File: config.mk
export PLATFORM = sky130hd
export DESIGN_NAME = imem_uart_loader
export DESIGN_NICKNAME = d
export VERILOG_FILES = /design/src/rtl/imem_uart_loader_pkg.sv /design/src/rtl/imem_uart_loader_uart_rx.sv /design/src/rtl/imem_uart_loader.sv
export SDC_FILE = /design/constraint.sdc
export NUM_CORES = 1
export LEC_CHECK = 0
export BUFFER_PORTS_ARGS = -buffer_cell sky130_fd_sc_hd__buf_2
export CELL_PAD_IN_SITES_DETAIL_PLACEMENT = 1
export CELL_PAD_IN_SITES_GLOBAL_PLACEMENT = 1
export CORE_MARGIN = 5
export CORE_UTILIZATION = 45
export DETAILED_ROUTE_END_ITERATION = 8
export PLACE_DENSITY = 0.83
export SYNTH_ARGS = -nofsm -noshare
export SYNTH_HDL_FRONTEND = slang
export SYNTH_SLANG_ARGS = --single-unit
File: constraint.sdc
create_clock -name clock -period 3.5 [get_ports clock]
set_input_delay 0.175 -clock clock [delete_from_list [all_inputs] [get_ports clock]]
set_output_delay 0.175 -clock clock [all_outputs]
set_load 0.01 [all_outputs]
File: src/rtl/imem_uart_loader_pkg.sv
// Shared definitions for the UART instruction-memory loader: widths, timing default
// and the state encodings of the loader FSM and of the UART receiver.
package imem_uart_loader_pkg;

  localparam int unsigned ISA_WIDTH         = 32;
  localparam int unsigned IMEM_ADDR_WIDTH   = 14;
  localparam int unsigned UART_CLKS_PER_BIT = 10416;
  localparam int unsigned LEN_WIDTH         = 16;

  typedef enum logic [2:0] {
    LOADER_S_IDLE  = 3'd0,
    LOADER_S_LEN   = 3'd1,
    LOADER_S_DATA  = 3'd2,
    LOADER_S_WRITE = 3'd3,
    LOADER_S_CHK   = 3'd4,
    LOADER_S_DONE  = 3'd5,
    LOADER_S_ERR   = 3'd6
  } loader_state_t;

  typedef enum logic [2:0] {
    RX_S_IDLE  = 3'd0,
    RX_S_START = 3'd1,
    RX_S_DATA  = 3'd2,
    RX_S_STOP  = 3'd3,
    RX_S_BREAK = 3'd4
  } rx_state_t;

endpackage

File: src/rtl/imem_uart_loader_uart_rx.sv
// uart_byte_rx: 8N1 receiver with a 2-flop synchroniser and mid-bit sampling.
// rx_valid / frame_err are one-cycle pulses; rx_data holds the last byte.
module uart_byte_rx
  import imem_uart_loader_pkg::*;
#(
  parameter int unsigned CLKS_PER_BIT = UART_CLKS_PER_BIT
) (
  input  logic       clock,
  input  logic       reset,
  input  logic       uart_rx,
  output logic       rx_valid,
  output logic [7:0] rx_data,
  output logic       frame_err
);

  localparam int unsigned CNT_W = (CLKS_PER_BIT > 1) ? $clog2(CLKS_PER_BIT) : 1;

  rx_state_t        state, state_d;
  logic [CNT_W-1:0] cnt, cnt_d;
  logic [2:0]       bit_cnt, bit_cnt_d;
  logic [7:0]       shreg, shreg_d;
  logic             valid_d, ferr_d;
  logic             sync_0, rx_s;

  // Synchroniser, state and datapath registers
  always_ff @(posedge clock) begin
    if (reset) begin
      sync_0    <= 1'b1;
      rx_s      <= 1'b1;
      state     <= RX_S_IDLE;
      cnt       <= '0;
      bit_cnt   <= '0;
      shreg     <= '0;
      rx_valid  <= 1'b0;
      frame_err <= 1'b0;
    end else begin
      sync_0    <= uart_rx;
      rx_s      <= sync_0;
      state     <= state_d;
      cnt       <= cnt_d;
      bit_cnt   <= bit_cnt_d;
      shreg     <= shreg_d;
      rx_valid  <= valid_d;
      frame_err <= ferr_d;
    end
  end

  // Bit timing and framing: validate start at half a bit, then sample each full bit
  always_comb begin
    state_d   = state;
    cnt_d     = cnt + CNT_W'(1);
    bit_cnt_d = bit_cnt;
    shreg_d   = shreg;
    valid_d   = 1'b0;
    ferr_d    = 1'b0;
    case (state)
      RX_S_IDLE: begin
        cnt_d = '0;
        if (!rx_s) state_d = RX_S_START;
      end
      RX_S_START: begin
        if (cnt == CNT_W'(CLKS_PER_BIT / 2 - 1)) begin
          cnt_d     = '0;
          bit_cnt_d = '0;
          state_d   = rx_s ? RX_S_IDLE : RX_S_DATA;
        end
      end
      RX_S_DATA: begin
        if (cnt == CNT_W'(CLKS_PER_BIT - 1)) begin
          cnt_d     = '0;
          shreg_d   = {rx_s, shreg[7:1]};
          bit_cnt_d = bit_cnt + 3'd1;
          if (bit_cnt == 3'd7) state_d = RX_S_STOP;
        end
      end
      RX_S_STOP: begin
        if (cnt == CNT_W'(CLKS_PER_BIT - 1)) begin
          cnt_d = '0;
          if (rx_s) begin
            valid_d = 1'b1;
            state_d = RX_S_IDLE;
          end else begin
            ferr_d  = 1'b1;
            state_d = RX_S_BREAK;
          end
        end
      end
      RX_S_BREAK: begin
        // A low stop bit: wait for the line to return high before hunting a start
        cnt_d = '0;
        if (rx_s) state_d = RX_S_IDLE;
      end
      default: state_d = RX_S_IDLE;
    endcase
  end

  assign rx_data = shreg;

endmodule

File: src/rtl/imem_uart_loader.sv
// imem_uart_loader: receives a length-prefixed program image over UART and writes it
// word-by-word into instruction memory, holding the CPU in reset while loading.
// Optional feature macro: IMEM_LOADER_CHECKSUM_EN (trailing XOR byte verified in CHK).
module imem_uart_loader
  import imem_uart_loader_pkg::*;
#(
  parameter int unsigned CLKS_PER_BIT = UART_CLKS_PER_BIT,
  parameter int unsigned ADDR_WIDTH   = IMEM_ADDR_WIDTH,
  parameter int unsigned DEPTH_WORDS  = 16384
) (
  input  logic                  clock,
  input  logic                  reset,
  input  logic                  load_en,
  input  logic                  uart_rx,
  output logic                  imem_we,
  output logic [ADDR_WIDTH-1:0] imem_addr,
  output logic [ISA_WIDTH-1:0]  imem_wdata,
  output logic                  cpu_hold,
  output logic                  busy,
  output logic                  done,
  output logic                  error
);

  logic       rx_valid, frame_err;
  logic [7:0] rx_data;

  uart_byte_rx #(.CLKS_PER_BIT(CLKS_PER_BIT)) u_rx (
    .clock    (clock),
    .reset    (reset),
    .uart_rx  (uart_rx),
    .rx_valid (rx_valid),
    .rx_data  (rx_data),
    .frame_err(frame_err)
  );

  loader_state_t         state, state_d;
  logic [LEN_WIDTH-1:0]  len, len_d, len_full;
  logic [LEN_WIDTH-1:0]  word_cnt, word_cnt_d;
  logic [1:0]            byte_cnt, byte_cnt_d;
  logic [ADDR_WIDTH-1:0] addr_d;
  logic [ISA_WIDTH-1:0]  wdata_d;
  logic [7:0]            csum, csum_d;
  logic                  we_d, hold_d, busy_d, done_d, error_d;
  logic                  load_en_q, load_rise, load_fall;

  assign load_rise = load_en & ~load_en_q;
  assign load_fall = ~load_en & load_en_q;
  assign len_full  = {rx_data, len[7:0]};

  // State, datapath and registered outputs
  always_ff @(posedge clock) begin
    if (reset) begin
      state      <= LOADER_S_IDLE;
      len        <= '0;
      word_cnt   <= '0;
      byte_cnt   <= '0;
      csum       <= '0;
      load_en_q  <= 1'b0;
      imem_we    <= 1'b0;
      imem_addr  <= '0;
      imem_wdata <= '0;
      cpu_hold   <= 1'b0;
      busy       <= 1'b0;
      done       <= 1'b0;
      error      <= 1'b0;
    end else begin
      state      <= state_d;
      len        <= len_d;
      word_cnt   <= word_cnt_d;
      byte_cnt   <= byte_cnt_d;
      csum       <= csum_d;
      load_en_q  <= load_en;
      imem_we    <= we_d;
      imem_addr  <= addr_d;
      imem_wdata <= wdata_d;
      cpu_hold   <= hold_d;
      busy       <= busy_d;
      done       <= done_d;
      error      <= error_d;
    end
  end

  // Loader sequencing: length header, byte gathering, word writes, completion
  always_comb begin
    state_d    = state;
    len_d      = len;
    word_cnt_d = word_cnt;
    byte_cnt_d = byte_cnt;
    addr_d     = imem_addr;
    wdata_d    = imem_wdata;
    csum_d     = csum;
    we_d       = 1'b0;
    case (state)
      LOADER_S_IDLE, LOADER_S_DONE, LOADER_S_ERR: begin
        if (load_rise) begin
          state_d    = LOADER_S_LEN;
          len_d      = '0;
          word_cnt_d = '0;
          byte_cnt_d = '0;
          addr_d     = '0;
          wdata_d    = '0;
          csum_d     = '0;
        end
      end
      LOADER_S_LEN: begin
        if (load_fall || frame_err) begin
          state_d = LOADER_S_ERR;
        end else if (rx_valid) begin
          if (byte_cnt == 2'd0) begin
            len_d[7:0] = rx_data;
            byte_cnt_d = 2'd1;
          end else begin
            len_d      = len_full;
            byte_cnt_d = 2'd0;
            if (len_full == '0)                  state_d = LOADER_S_DONE;
            else if (32'(len_full) > DEPTH_WORDS) state_d = LOADER_S_ERR;
            else                                 state_d = LOADER_S_DATA;
          end
        end
      end
      LOADER_S_DATA: begin
        if (load_fall || frame_err) begin
          state_d = LOADER_S_ERR;
        end else if (rx_valid) begin
          wdata_d    = {rx_data, imem_wdata[ISA_WIDTH-1:8]};
          csum_d     = csum ^ rx_data;
          byte_cnt_d = byte_cnt + 2'd1;
          if (byte_cnt == 2'd3) begin
            we_d    = 1'b1;
            state_d = LOADER_S_WRITE;
          end
        end
      end
      LOADER_S_WRITE: begin
        // The write strobe is out this cycle; advance the address only if more words follow
        word_cnt_d = word_cnt + LEN_WIDTH'(1);
        if (load_fall) begin
          state_d = LOADER_S_ERR;
        end else if (word_cnt + LEN_WIDTH'(1) == len) begin
`ifdef IMEM_LOADER_CHECKSUM_EN
          state_d = LOADER_S_CHK;
`else
          state_d = LOADER_S_DONE;
`endif
        end else begin
          addr_d  = imem_addr + ADDR_WIDTH'(1);
          state_d = LOADER_S_DATA;
        end
      end
      LOADER_S_CHK: begin
        if (load_fall || frame_err) state_d = LOADER_S_ERR;
        else if (rx_valid)          state_d = (rx_data == csum) ? LOADER_S_DONE : LOADER_S_ERR;
      end
      default: state_d = LOADER_S_IDLE;
    endcase

    busy_d  = (state_d == LOADER_S_LEN) || (state_d == LOADER_S_DATA) ||
              (state_d == LOADER_S_WRITE) || (state_d == LOADER_S_CHK);
    hold_d  = busy_d || (state_d == LOADER_S_ERR);
    done_d  = (state_d == LOADER_S_DONE);
    error_d = (state_d == LOADER_S_ERR);
  end

  // A byte can never complete during a write cycle given the UART bit time
  a_no_rx_in_write: assert property (@(posedge clock) disable iff (reset)
    !(rx_valid && (state == LOADER_S_WRITE)));

endmodule

---- Yosys cells after proc, flatten, opt, wreduce, memory -nomap -nowiden ----
Cells that the tools add are included.
Widths: inputs -> output; s select.
operators by class
  $add $sub $neg .......................... 5
  multiply operators ...................... 0
  div/mod/pow operators ................... 0
  $lt $le $gt $ge ......................... 1
  eq/ne operators ......................... 37
  shift-type cells ........................ 0
  multiplexer cells ....................... 59
  bitwise gates (word level) .............. 9
  reduce and logical (&&, ||, !) cells .... 28
operator list
  operator               number
  $mux 32                3
  $mux 14                5
  $mux 3                 22
  $pmux 16 s2            2
  $pmux 32 s2            1
  $mux 16                3
  $pmux 14 s3            1
  $mux 8                 5
  $pmux 3 s5             2
  $add 14x1->14 const B  2
  $pmux 14 s2            1
  $eq 3x3->1 const B     8
  $eq 3x2->1 const B     6
  $add 16x1->16 const B  1
  $eq 16x16->1           1
  $gt 16x15->1 const B   1
  $logic_not 16->1       1
  $ne 2x2->1 const B     8
  $pmux 8 s2             1
  $eq 14x13->1 const B   1
  $eq 14x14->1 const B   1
  $mux 2                 7
  $ne 2x1->1 const B     7
  $reduce_and 6->1       2
  23 further kinds       47
storage, ports and cells
  bits in registers ....................... 129
  bits in latches ......................... 0
  bits in writable memories ............... 0
  memory bits (read-only) ................. 0
  input port bits ......................... 4
  output and inout bits ................... 51
  logic and storage cells ................. 161
  memories ................................ 0

---- Longest topological paths before layout ----
Gate-level depths: netlist of the first run.
  depth in word-level cells ............... 12
  depth in mapped cells ................... 10
  mapped depth without buffers ............ 9

---- By module ----
From an unflattened synthesis of the first run, not the netlist that was laid out.
second synthesis, totals
  cell total of the unflattened synthesis .. 752
  area, all modules ....................... 6,487.5 µm²
by module, submodules not included
  module            instances  cells each  area each (µm²)  sequential area each (µm²)
  imem_uart_loader  1          601         5,001.0          1,941.9
  uart_byte_rx      1          151         1,486.4          640.6

---- Worst setup path after synthesis of the first run ----
Ideal clock, no wire load.
  path kind ............................... flip-flop to flip-flop
  start point ............................. reg word_cnt[0]
  end point ............................... reg imem_addr[11]
  setup time .............................. 0.068 ns
  data arrival time ....................... 2.431 ns
  data required time ...................... 3.432 ns
  path slack .............................. 1.001 ns
  stages on the path, launching flop included .. 11
  buffers on the path ..................... 1
  period minus slack after synthesis ...... 2.499 ns
  path through ............................ dfxtp_1 ha_1 nand3_1 buf_2 xnor2_1 a221oi_2 nand4_2 nor4_4 nor4b_1 a31o_1 a21oi_2
between the ends
  word-level cells in the longest chain between the ends .. 4
RTL lines
  item                        RTL line                 source
  from (decl)                 imem_uart_loader.sv:38   logic [LEN_WIDTH-1:0] word_cnt, word_cnt_d;
  from (signal assigned)      imem_uart_loader.sv:69   word_cnt <= word_cnt_d;
  $add 16x1->16               imem_uart_loader.sv:139  end else if (word_cnt + LEN_WIDTH'(1) == len) begin
  $eq 16x16->1                imem_uart_loader.sv:139
  $ne 2x2->1 (no line)        -
  $reduce_and 4->1 (no line)  -
  to (signal assigned)        imem_uart_loader.sv:74   imem_addr <= addr_d;
  to (decl)                   imem_uart_loader.sv:16   output logic [ADDR_WIDTH-1:0] imem_addr,
Every way passes these cells.
A chain may end at the register's enable or synchronous reset.

---- Final worst setup path of the first run ----
  start point ............................. reg word_cnt[0]
  end point ............................... reg done
between the ends
  word-level cells in the longest chain between the ends .. 6
RTL lines
  item                  RTL line                 source
  $add 16x1->16         imem_uart_loader.sv:139
  $eq 16x16->1          imem_uart_loader.sv:139
  $mux 3                imem_uart_loader.sv:139
  $mux 3                imem_uart_loader.sv:137  if (load_fall) begin
  $pmux 3 s5            imem_uart_loader.sv:93   case (state)
  $eq 3x3->1            imem_uart_loader.sv:160  done_d = (state_d == LOADER_S_DONE);
  to (signal assigned)  imem_uart_loader.sv:78   done <= done_d;
  to (decl)             imem_uart_loader.sv:20   output logic done,
Every way passes these cells.

==> results of run 1 <==
-- cell families (layout without fill, tap and decap cells) --
logic type	Yosys count	in the layout	synth area share, %
buffers and inverters	65	109	4.00
adder cells (fa/ha/maj)	7	7	1.41
XOR/XNOR	56	56	7.91
AO/OA/AOI/OAI	149	149	16.0
flip-flops	129	129	41.7
multiplexers	24	24	3.87
AND/OR/NAND/NOR	313	313	25.1
-- through the flow --
stage / util, % / power [mW] / hold WS (ps) / setup WS (ps) / std cells
after detailed placement: 49.0 / 1.76 / 368 / 451 / 930
after global placement: 49.0 / 1.75 / 364 / 602 / 930
after global routing: 53.9 / 3.78 / 109 / -8.50 / 963
after floorplan: - / 1.70 / 279 / 1000 / 743
final: 53.9 / 3.66 / 121 / 224 / 963
after CTS: 53.8 / 3.68 / 99.1 / 199 / 962
-- cells in the mapped netlist (all sizes together) (8+ instances only) --
cell type | count | area [um2]
nor2 | 137 | 514
xnor2 | 40 | 350
and3 | 10 | 62.6
mux2i | 24 | 240
o21ai | 27 | 135
and2 | 10 | 62.6
a21oi | 46 | 241
nand4 | 12 | 87.6
dfxtp | 129 | 2580
nor3 | 26 | 130
xor2 | 16 | 140
clkbuf | 47 | 176
a31oi | 8 | 50.1
nand2 | 38 | 143
nand3 | 17 | 90.1
a22oi | 34 | 255
nor2b | 8 | 50.1
nor4 | 17 | 134
inv | 13 | 48.8
-- area by class of cell --
cell class                      instances  area, um2
Clock inverter                         11        176
Sequential cell                       129       2580
Timing Repair Buffer                   65        358
Multi-Input combinational cell        549       3380
Tap cell                              176        220
Fill cell                            1613       6180
Clock buffer                           20        457
Inverter                               13       48.8
-- final timing paths --
kind | cells past startpoint | from | end
hold / removal | 2 | load_en | load_en_q$_SDFF_PP0_
hold reg to reg | 1 | u_rx.sync_0$_SDFF_PP1_ | u_rx.rx_s$_SDFF_PP1_
setup / recovery | 8 | word_cnt[0]$_SDFFE_PP0P_ | done$_SDFF_PP0_
setup reg to reg | 8 | word_cnt[0]$_SDFFE_PP0P_ | done$_SDFF_PP0_
-- state kept, by name (all words and copies together) (netlist names), 8 cells and up --
signal,count
imem_wdata,32
u_rx.rx_data,8
u_rx.cnt,14
len,16
word_cnt,16
imem_addr,14
csum,8
-- routing by layer --
metal	wire [um]	track usage (%)	vias up
li1	-	-	2676
met1	7780	26.8	2737
met2	8650	37.6	122
met3	729	5.97	26
met4	312	8.08	0
met5	0	0	-
-- what timing repair did --
action | in CTS | in global routing
setup endpoints to repair | 0 | 2
gates resized for setup | 0 | 1
setup buffers | 0 | 1
endpoints found under the hold margin | 1 | 0
hold buffers | 1 | 0
-- worst reg2reg max path, delay by kind of cell, from the launching register on --
kind / cells / cell delay (ps)
fa+ha+maj: 1 / 280
simple gates: 5 / 1880
flops: 1 / 450
compound gates: 1 / 320
xor+xnor: 1 / 200
-- power groups by stage --
stage / clock (mW) / combinational, mW / sequential, mW
final: 1.92 / 0.237 / 1.50
after global routing: 2.03 / 0.256 / 1.50
after CTS: 1.95 / 0.237 / 1.50
after detailed placement: 0 / 0.228 / 1.53
after global placement: 0 / 0.220 / 1.53
after floorplan: 0 / 0.176 / 1.52
==> reports/metrics.yaml, run 1 <==
placed_design:
  io_buffers: 54
  dp_hpwl_mm: 11.5
  post_dp_cell_area_um2: 6560
  place.gp.congestion: 0.891
worst_setup_path:
  critPathRequiredTime_ps: 3780
  cp.arrival_ps: 3560
  end_kind: "register"
  cp_num_buf_inv: 0
  path_delay_family: "simple AND/OR/NAND/NOR gates"
  path_cells: "ha_1 -> nand3_1 -> nor4_2 -> xnor2_1 -> nand2_1 -> nor4_2 -> a31oi_1 -> nor4b_1"
  rrSetupSlack_ps: 220
  cp_common_cell: "nor4_2"
  critical_path_class: "reg -> reg"
  cp-start-kind: "register"
  crit_path_max_fanout: 8
  slowest_delay_ps: 500
  cpMaxStageDelayCell: "nor4b_1"
yosys:
  synthFlopType: "dfxtp_1"
  ys_seq_area_share_pct: 41.7
  ys_ff_latch: 129
  ys_types: 60
  synth_warnings: 0
  syn_area_um2: 6200
  synth_edf_count: 0
  syn_inst: 743
  synthArstFlopShare_pct: 0
  synth_fp_nets: 754
  synth_area_per_cell_um2: 8.34
floorplan:
  start_util_pct: 46.3
  die_area_um2: 16200
  die_h_um: 127
  core_region_area_um2: 13400
  io_pins: 55
  die_w_um: 127
  rows: 42
clock_tree:
  clock_latency_ps: 420
  cts.sinks: 129
  ctsRootBufferMaster: "clkbuf_16"
  cts_buffer_depth: 2
  htree_levels: 4
  cts-buffers-inserted: 17
  clkTransAtPathRegs_ps: 60
  cts_tree: "built"
flow_run:
  cap_violations: 0
power_and_ir_drop:
  switching_share_pct: 23.9
  pwr-share-comb_pct: 6.5
  share_seq_of_total_power_pct: 41.0
  intPower_mw: 2.79
  p_leak_nw: 2.72
  peakVddDrop_mv: 0.372
  switchingPower_mw: 0.872
  clkPwrFrac_pct: 52.6
  power_density_nw_per_um2: 507
detailed_routing:
  vias: 5561
  wl_per_cell_um: 18.1
  dr.pass1.iters: 5
  viasPerCell: 5.77
  ant_nets: 0
  drc: 0
  drtIter0Drc: 312
  drt_wl_total_mm: 17.5
global_routing:
  antenna_found_initial: 0
  grt_remaining_overflow: 0
  grt_pass1_vias: 5776
  grt.total_usage_pct: 22.1
  grt_pass1_wl_mm: 29.2
  grt_max_degree: 60
final_layout:
  area_delta_synth_final_pct: 16.5
  final_common_cell: "nor2_1"
  n_antenna_cell: 0
  mostFrequentLayoutCells: "nor2_1 (136), dfxtp_1 (129), buf_2 (53), a21oi_1 (43), xnor2_1 (40)"
  design_area_um2: 7220
  fin_nets: 786
  drive_gt1_share_pct: 14.6
min_path:
  hold_class: "in -> reg"
timing:
  final.setup.tns_ps: 0
  clock.fmax_ghz: 0.305
  setup_violations: 0
  relSlewSlack_pct: 45.7
  tightest_slew_ps: 812
  skew_ps: 5.16
  slew_violations: 0
  hold_viol: 0
  fin_crit_sh_pct: 93.6
  period_needed_ps: 3280
outcome:
  status: "finished, final reports clean"
Note: power is estimated with default switching activity, not from simulation.
==> inputs of run 2 (changes only) <==
--- a/config.mk
+++ b/config.mk
@@ -11,6 +11,7 @@
 export CORE_MARGIN = 5
 export CORE_UTILIZATION = 45
 export DETAILED_ROUTE_END_ITERATION = 8
+export MAX_ROUTING_LAYER = met4
 export PLACE_DENSITY = 0.83
 export SYNTH_ARGS = -nofsm -noshare
 export SYNTH_HDL_FRONTEND = slang
==> reports/metrics.yaml, run 2 (same netlist as run 1, synthesis figures left out) <==
outcome:
  status: "finished, final reports clean"  # unchanged
timing:
  tightest_slew_ps: 811  # was 812 ps
  slew_violations: 0  # unchanged
  skew_ps: 11.5  # was 5.16 ps
  setup_slack_ps: 226  # was 224 ps
  relSlewSlack_pct: 45.7  # about the same
  clock.fmax_ghz: 0.305  # about the same
  setup_violations: 0  # unchanged
  hold_viol: 0  # unchanged
  period_needed_ps: 3270  # was 3280 ps
  fin_crit_sh_pct: 93.5  # was 93.6%
  final.setup.tns_ps: 0  # unchanged
placed_design:
  place.gp.congestion: 0.906  # was 0.891
  dp_hpwl_mm: 11.5  # unchanged
  io_buffers: 54  # unchanged
  placedCellCount: 930  # unchanged
  place_ws_ps: 451  # unchanged
worst_setup_path:
  critPathRequiredTime_ps: 3780  # about the same
  r2r_end: "done$_SDFF_PP0_"  # unchanged
  critical_path_class: "reg -> reg"  # unchanged
  timing.rr.start: "word_cnt[0]$_SDFFE_PP0P_"  # unchanged
  end_kind: "register"  # unchanged
  r2r_cells: 8  # unchanged
  crit_path_max_fanout: 8  # unchanged
  rrSetupSlack_ps: 230  # was 220 ps
  cp.arrival_ps: 3550  # was 3560 ps
  cp-start-kind: "register"  # unchanged
floorplan:
  core_region_area_um2: 13400  # unchanged
  die_w_um: 127  # unchanged
  die_h_um: 127  # unchanged
  io_pins: 55  # unchanged
  die_area_um2: 16200  # unchanged
  rows: 42  # unchanged
  start_util_pct: 46.3  # unchanged
detailed_routing:
  dr.pass1.iters: 4  # was 5
  drtIter0Drc: 304  # was 312
  drc: 0  # unchanged
  wl_per_cell_um: 18.0  # was 18.1 um
  drt_wl_total_mm: 17.4  # was 17.5 mm
  vias: 5582  # was 5561
  viasPerCell: 5.80  # was 5.77
  ant_nets: 0  # unchanged
flow_run:
  cap_violations: 0  # unchanged
final_layout:
  n_antenna_cell: 0  # unchanged
  area_delta_synth_final_pct: 16.5  # unchanged
  drive_gt1_share_pct: 14.6  # unchanged
  largest_registers: "imem_wdata (32), len (16), word_cnt (16)"  # unchanged
  final_common_cell: "nor2_1"  # unchanged
  top_register: "imem_wdata"  # unchanged
  mostFrequentLayoutCells: "nor2_1 (136), dfxtp_1 (129), buf_2 (53), a21oi_1 (43), xnor2_1 (40)"  # unchanged
  nFillCells: 1613  # unchanged
  final_core_util_pct: 53.9  # unchanged
  largest_reg_flops: 32  # unchanged
  layoutNonFillerInstCount: 963  # unchanged
  fin_nets: 786  # unchanged
global_routing:
  grt_pass1_wl_mm: 29.2  # about the same
  antenna_found_initial: 0  # unchanged
  grt_pass1_vias: 5790  # was 5776
  grtUsageMet1_pct: 27.0  # was 26.8%
  grt_remaining_overflow: 0  # unchanged
  grt_busiest_layer: "met2"  # unchanged
  met3_usage_pct: 5.18  # was 5.97%
  use_met2_pct: 37.6  # about the same
  grt_max_degree: 60  # unchanged
  grt.total_usage_pct: 22.7  # was 22.1%
clock_tree:
  cts.sinks: 129  # unchanged
  ctsRootBufferMaster: "clkbuf_16"  # unchanged
  clkTransAtPathRegs_ps: 60  # about the same
  cts_buffer_depth: 2  # unchanged
  cts_tree: "built"  # unchanged
  cts-buffers-inserted: 17  # unchanged
  htree_levels: 4  # unchanged
  clock_latency_ps: 430  # was 420 ps
min_path:
  hold_class: "in -> reg"  # unchanged
  min_path_cells: 2  # unchanged
  min-delay-start: "load_en"  # unchanged
  holdPathEnd: "load_en_q$_SDFF_PP0_"  # unchanged
power_and_ir_drop:
  power_density_nw_per_um2: 506  # was 507 nW/um2
  finalPower_mw: 3.66  # about the same
  p_leak_nw: 2.72  # unchanged
  peakVddDrop_mv: 0.374  # was 0.372 mV
run 2: cell counts in the layout (fill, tap and decap cells not counted):
Identical to the previous run, type by type.
run 2: critical path, cell delays in order (launching register included):
cell and delay, ps:
dfxtp_1 460, ha_1 280, nand3_1 300, nor4_2 480
xnor2_1 190, nand2_1 110, nor4_2 490, a31oi_1 320
nor4b_1 500
run 2: layout make-up:
class / instances / area, um2 / share of cell area (%)
Tap cell: 176 / 220 / 3.05
Inverter: 13 / 48.8 / 0.676
Clock inverter: 11 / 176 / 2.44
Multi-Input combinational cell: 549 / 3380 / 46.8
Sequential cell: 129 / 2580 / 35.8
Timing Repair Buffer: 65 / 358 / 4.96
Clock buffer: 20 / 457 / 6.32
run 2: routing by layer:
layer  wire [um]  share of wire (%)
met5           0                  0
met4         334                1.9
met3         659                3.8
met2        8580                 49
met1        7790                 45
run 2: what timing repair did:
action,in CTS,in global routing
buffers inserted,0,1
endpoints found under the setup margin,0,2
hold buffers,1,0
hold endpoints to repair,1,0
gates resized for setup,0,1
run 2: worst max-delay path by stage:
stage | start | endpoint | slack, ps | cells after the start
after global routing | word_cnt[0]$_SDFFE_PP0P_ | done$_SDFF_PP0_ | -8 | 8
after global placement | word_cnt[0]$_SDFFE_PP0P_ | imem_addr[11]$_SDFFE_PP0P_ | 600 | 9
after detailed placement | word_cnt[0]$_SDFFE_PP0P_ | done$_SDFF_PP0_ | 450 | 8
after floorplan | word_cnt[0]$_SDFFE_PP0P_ | imem_addr[11]$_SDFFE_PP0P_ | 1000 | 10
after CTS | word_cnt[0]$_SDFFE_PP0P_ | done$_SDFF_PP0_ | 200 | 8
final | word_cnt[0]$_SDFFE_PP0P_ | done$_SDFF_PP0_ | 230 | 8
run 2: power by group:
part / total (mW) / switching (mW) / internal, mW
Sequential: 1.50 / 0.0176 / 1.48
Clock: 1.92 / 0.688 / 1.23
Combinational: 0.236 / 0.165 / 0.0715
run 2: through the flow:
stage	hold slack [ps]	area, um2
after CTS	99.1	7210
after global placement	364	6560
after detailed placement	368	6560
final	124	7220
after floorplan	279	6200
after global routing	111	7220
==> inputs of run 3 (changes only) <==
--- a/config.mk
+++ b/config.mk
@@ -13,6 +13,7 @@
 export DETAILED_ROUTE_END_ITERATION = 8
 export MAX_ROUTING_LAYER = met4
 export PLACE_DENSITY = 0.83
+export REMOVE_ABC_BUFFERS = 1
 export SYNTH_ARGS = -nofsm -noshare
 export SYNTH_HDL_FRONTEND = slang
 export SYNTH_SLANG_ARGS = --single-unit
==> reports/metrics.yaml, run 3 (same netlist as run 1, synthesis figures left out) <==
outcome:
  status: "finished, final reports clean"  # unchanged
timing:
  period_needed_ps: 3270  # about the same
  final.setup.tns_ps: 0  # unchanged
  slew_violations: 0  # unchanged
  tightest_slew_ps: 752  # was 811 ps
  clock.fmax_ghz: 0.306  # was 0.305 GHz
  relSlewSlack_pct: 49.8  # was 45.7%
  skew_ps: 9.45  # was 11.5 ps
  setup_violations: 0  # unchanged
  hold_viol: 0  # unchanged
  rsz0062_at_grt: "no"
  fin_crit_sh_pct: 93.4  # was 93.5%
worst_setup_path:
  cp.arrival_ps: 3600  # was 3550 ps
  cp-start-kind: "register"  # unchanged
  path_cells: "ha_1 -> nand3_1 -> nor4_1 -> xnor2_1 -> nand2_1 -> nor4_2 -> a31oi_1 -> and3_1 -> nor3_1"  # was ha_1 -> nand3_1 -> nor4_2 -> xnor2_1 -> nand2_1 -> nor4_2 -> a31oi_1 -> nor4b_1
  timing.rr.start: "word_cnt[0]$_SDFFE_PP0P_"  # unchanged
  startpoint: "word_cnt[0]$_SDFFE_PP0P_"  # unchanged
  critPathRequiredTime_ps: 3830  # was 3780 ps
  cpMaxStageDelayCell: "nor4_1"  # was nor4b_1
  end_kind: "register"  # unchanged
  slowest_delay_ps: 530  # was 500 ps
  crit_path_max_fanout: 13  # was 8
  critical_path_class: "reg -> reg"  # unchanged
detailed_routing:
  viasPerCell: 5.83  # was 5.80
  wl_per_cell_um: 18.4  # was 18.0 um
  ant_nets: 0  # unchanged
  drtIter0Drc: 345  # was 304
  drt_wl_total_mm: 17.8  # was 17.4 mm
  drc: 0  # unchanged
  dr.pass1.iters: 4  # unchanged
  vias: 5620  # was 5582
final_layout:
  top_register: "imem_wdata"  # unchanged
  largest_reg_flops: 32  # unchanged
  final_common_cell: "nor2_1"  # unchanged
  regArea_um2: 2580  # unchanged
  multi_input_area_um2: 3380  # unchanged
  nFillCells: 1627  # was 1613
  n_antenna_cell: 0  # unchanged
  area_delta_synth_final_pct: 15.8  # was 16.5%
  largest_registers: "imem_wdata (32), len (16), word_cnt (16)"  # unchanged
  drive_gt1_share_pct: 14.7  # was 14.6%
  mostFrequentLayoutCells: "nor2_1 (136), dfxtp_1 (129), buf_2 (53), a21oi_1 (43), xnor2_1 (40)"  # unchanged
  fin_nets: 786  # unchanged
floorplan:
  die_h_um: 127  # unchanged
  die_area_um2: 16200  # unchanged
  start_util_pct: 46.3  # unchanged
  io_pins: 55  # unchanged
  die_w_um: 127  # unchanged
  rows: 42  # unchanged
  core_region_area_um2: 13400  # unchanged
power_and_ir_drop:
  power_density_nw_per_um2: 489  # was 506 nW/um2
  intPower_mw: 2.64  # was 2.78 mW
  switching_share_pct: 24.7  # was 23.8%
  p_leak_nw: 2.70  # was 2.72 nW
  clkPwrFrac_pct: 50.6  # was 52.6%
  share_seq_of_total_power_pct: 42.6  # was 41.0%
  finalPower_mw: 3.51  # was 3.66 mW
  pwr-share-comb_pct: 6.8  # was 6.5%
  peakVddDrop_mv: 0.325  # was 0.374 mV
  switchingPower_mw: 0.868  # was 0.870 mW
placed_design:
  place.gp.congestion: 0.913  # was 0.906
  io_buffers: 54  # unchanged
  dp_hpwl_mm: 11.3  # was 11.5 mm
clock_tree:
  clkTransAtPathRegs_ps: 60  # about the same
  htree_levels: 4  # unchanged
  ctsRootBufferMaster: "clkbuf_16"  # unchanged
  cts_tree: "built"  # unchanged
  clock_latency_ps: 420  # was 430 ps
  cts_buffer_depth: 2  # unchanged
  cts.sinks: 129  # unchanged
  cts-buffers-inserted: 17  # unchanged
global_routing:
  grt.total_usage_pct: 23.2  # was 22.7%
  grt_max_degree: 74  # was 60
  grt_pass1_wl_mm: 29.8  # was 29.2 mm
  antenna_found_initial: 0  # unchanged
  grt_remaining_overflow: 0  # unchanged
  grt_pass1_vias: 6017  # was 5790
flow_run:
  cap_violations: 0  # unchanged
min_path:
  min-delay-start: "load_en"  # unchanged
  hold_class: "in -> reg"  # unchanged
[run 3: worst max-delay path, delay by kind of cell (launching register included)]
family                     cells  cell delay, ps
adders and majority gates      1             290
xor gates and xnor gates       1             200
and+or+nand+nor                6            1960
DFF                            1             450
AOI/OAI and AO/OA              1             290
[run 3: stage by stage]
step                      std cells  hold WS [ps]  instance area, um2  util [%]  setup WS (ps)
after floorplan                 691           244                6000         -            584
after global placement          931           362                6570      49.0            500
after global routing            964           112                7180      53.6           21.3
final                           964           107                7180      53.6            231
after CTS                       964          82.7                7170      53.5            226
after detailed placement        931           366                6570      49.0            297
[run 3: power groups by stage]
stage / registers (mW) / logic (mW) / clock network (mW)
final: 1.50 / 0.237 / 1.78
after global routing: 1.50 / 0.260 / 1.88
after CTS: 1.50 / 0.238 / 1.80
after detailed placement: 1.53 / 0.232 / 0
after global placement: 1.53 / 0.223 / 0
after floorplan: 1.53 / 0.143 / 0
[run 3: timing repair]
action | 4_1_cts | 5_1_grt
hold buffers | 1 | 0
hold endpoints to repair | 1 | 0
buffers inserted | 0 | 0
endpoints found under the setup margin | 0 | 6
gates resized for setup | 0 | 1
[run 3: final timing paths]
| path | slack [ps] | cells after the start | endpoint |
|---|---|---|---|
| worst max-delay path | 230 | 9 | busy$_SDFF_PP0_ |
| worst min-delay path | 110 | 2 | load_en_q$_SDFF_PP0_ |
| worst max register to register | 230 | 9 | busy$_SDFF_PP0_ |
| worst min register to register | 460 | 1 | u_rx.cnt[0]$_SDFF_PP0_ |
[run 3: cell type report]
cell class / instances / share of cell area (%)
timing repair buffer: 65 / 4.99
clock inverter: 12 / 1.85
multi-input combinational: 549 / 47.1
clock buffer: 20 / 6.36
tap: 176 / 3.07
inverter: 13 / 0.680
sequential: 129 / 36.0
[run 3: routing by layer]
layer / vias to the layer above / track usage (%) / wire length, um
met5: - / - / 0
met4: 0 / 9.53 / 422
met3: 37 / 4.47 / 509
met2: 108 / 40.5 / 9100
met1: 2788 / 25.9 / 7720
li1: 2687 / - / -
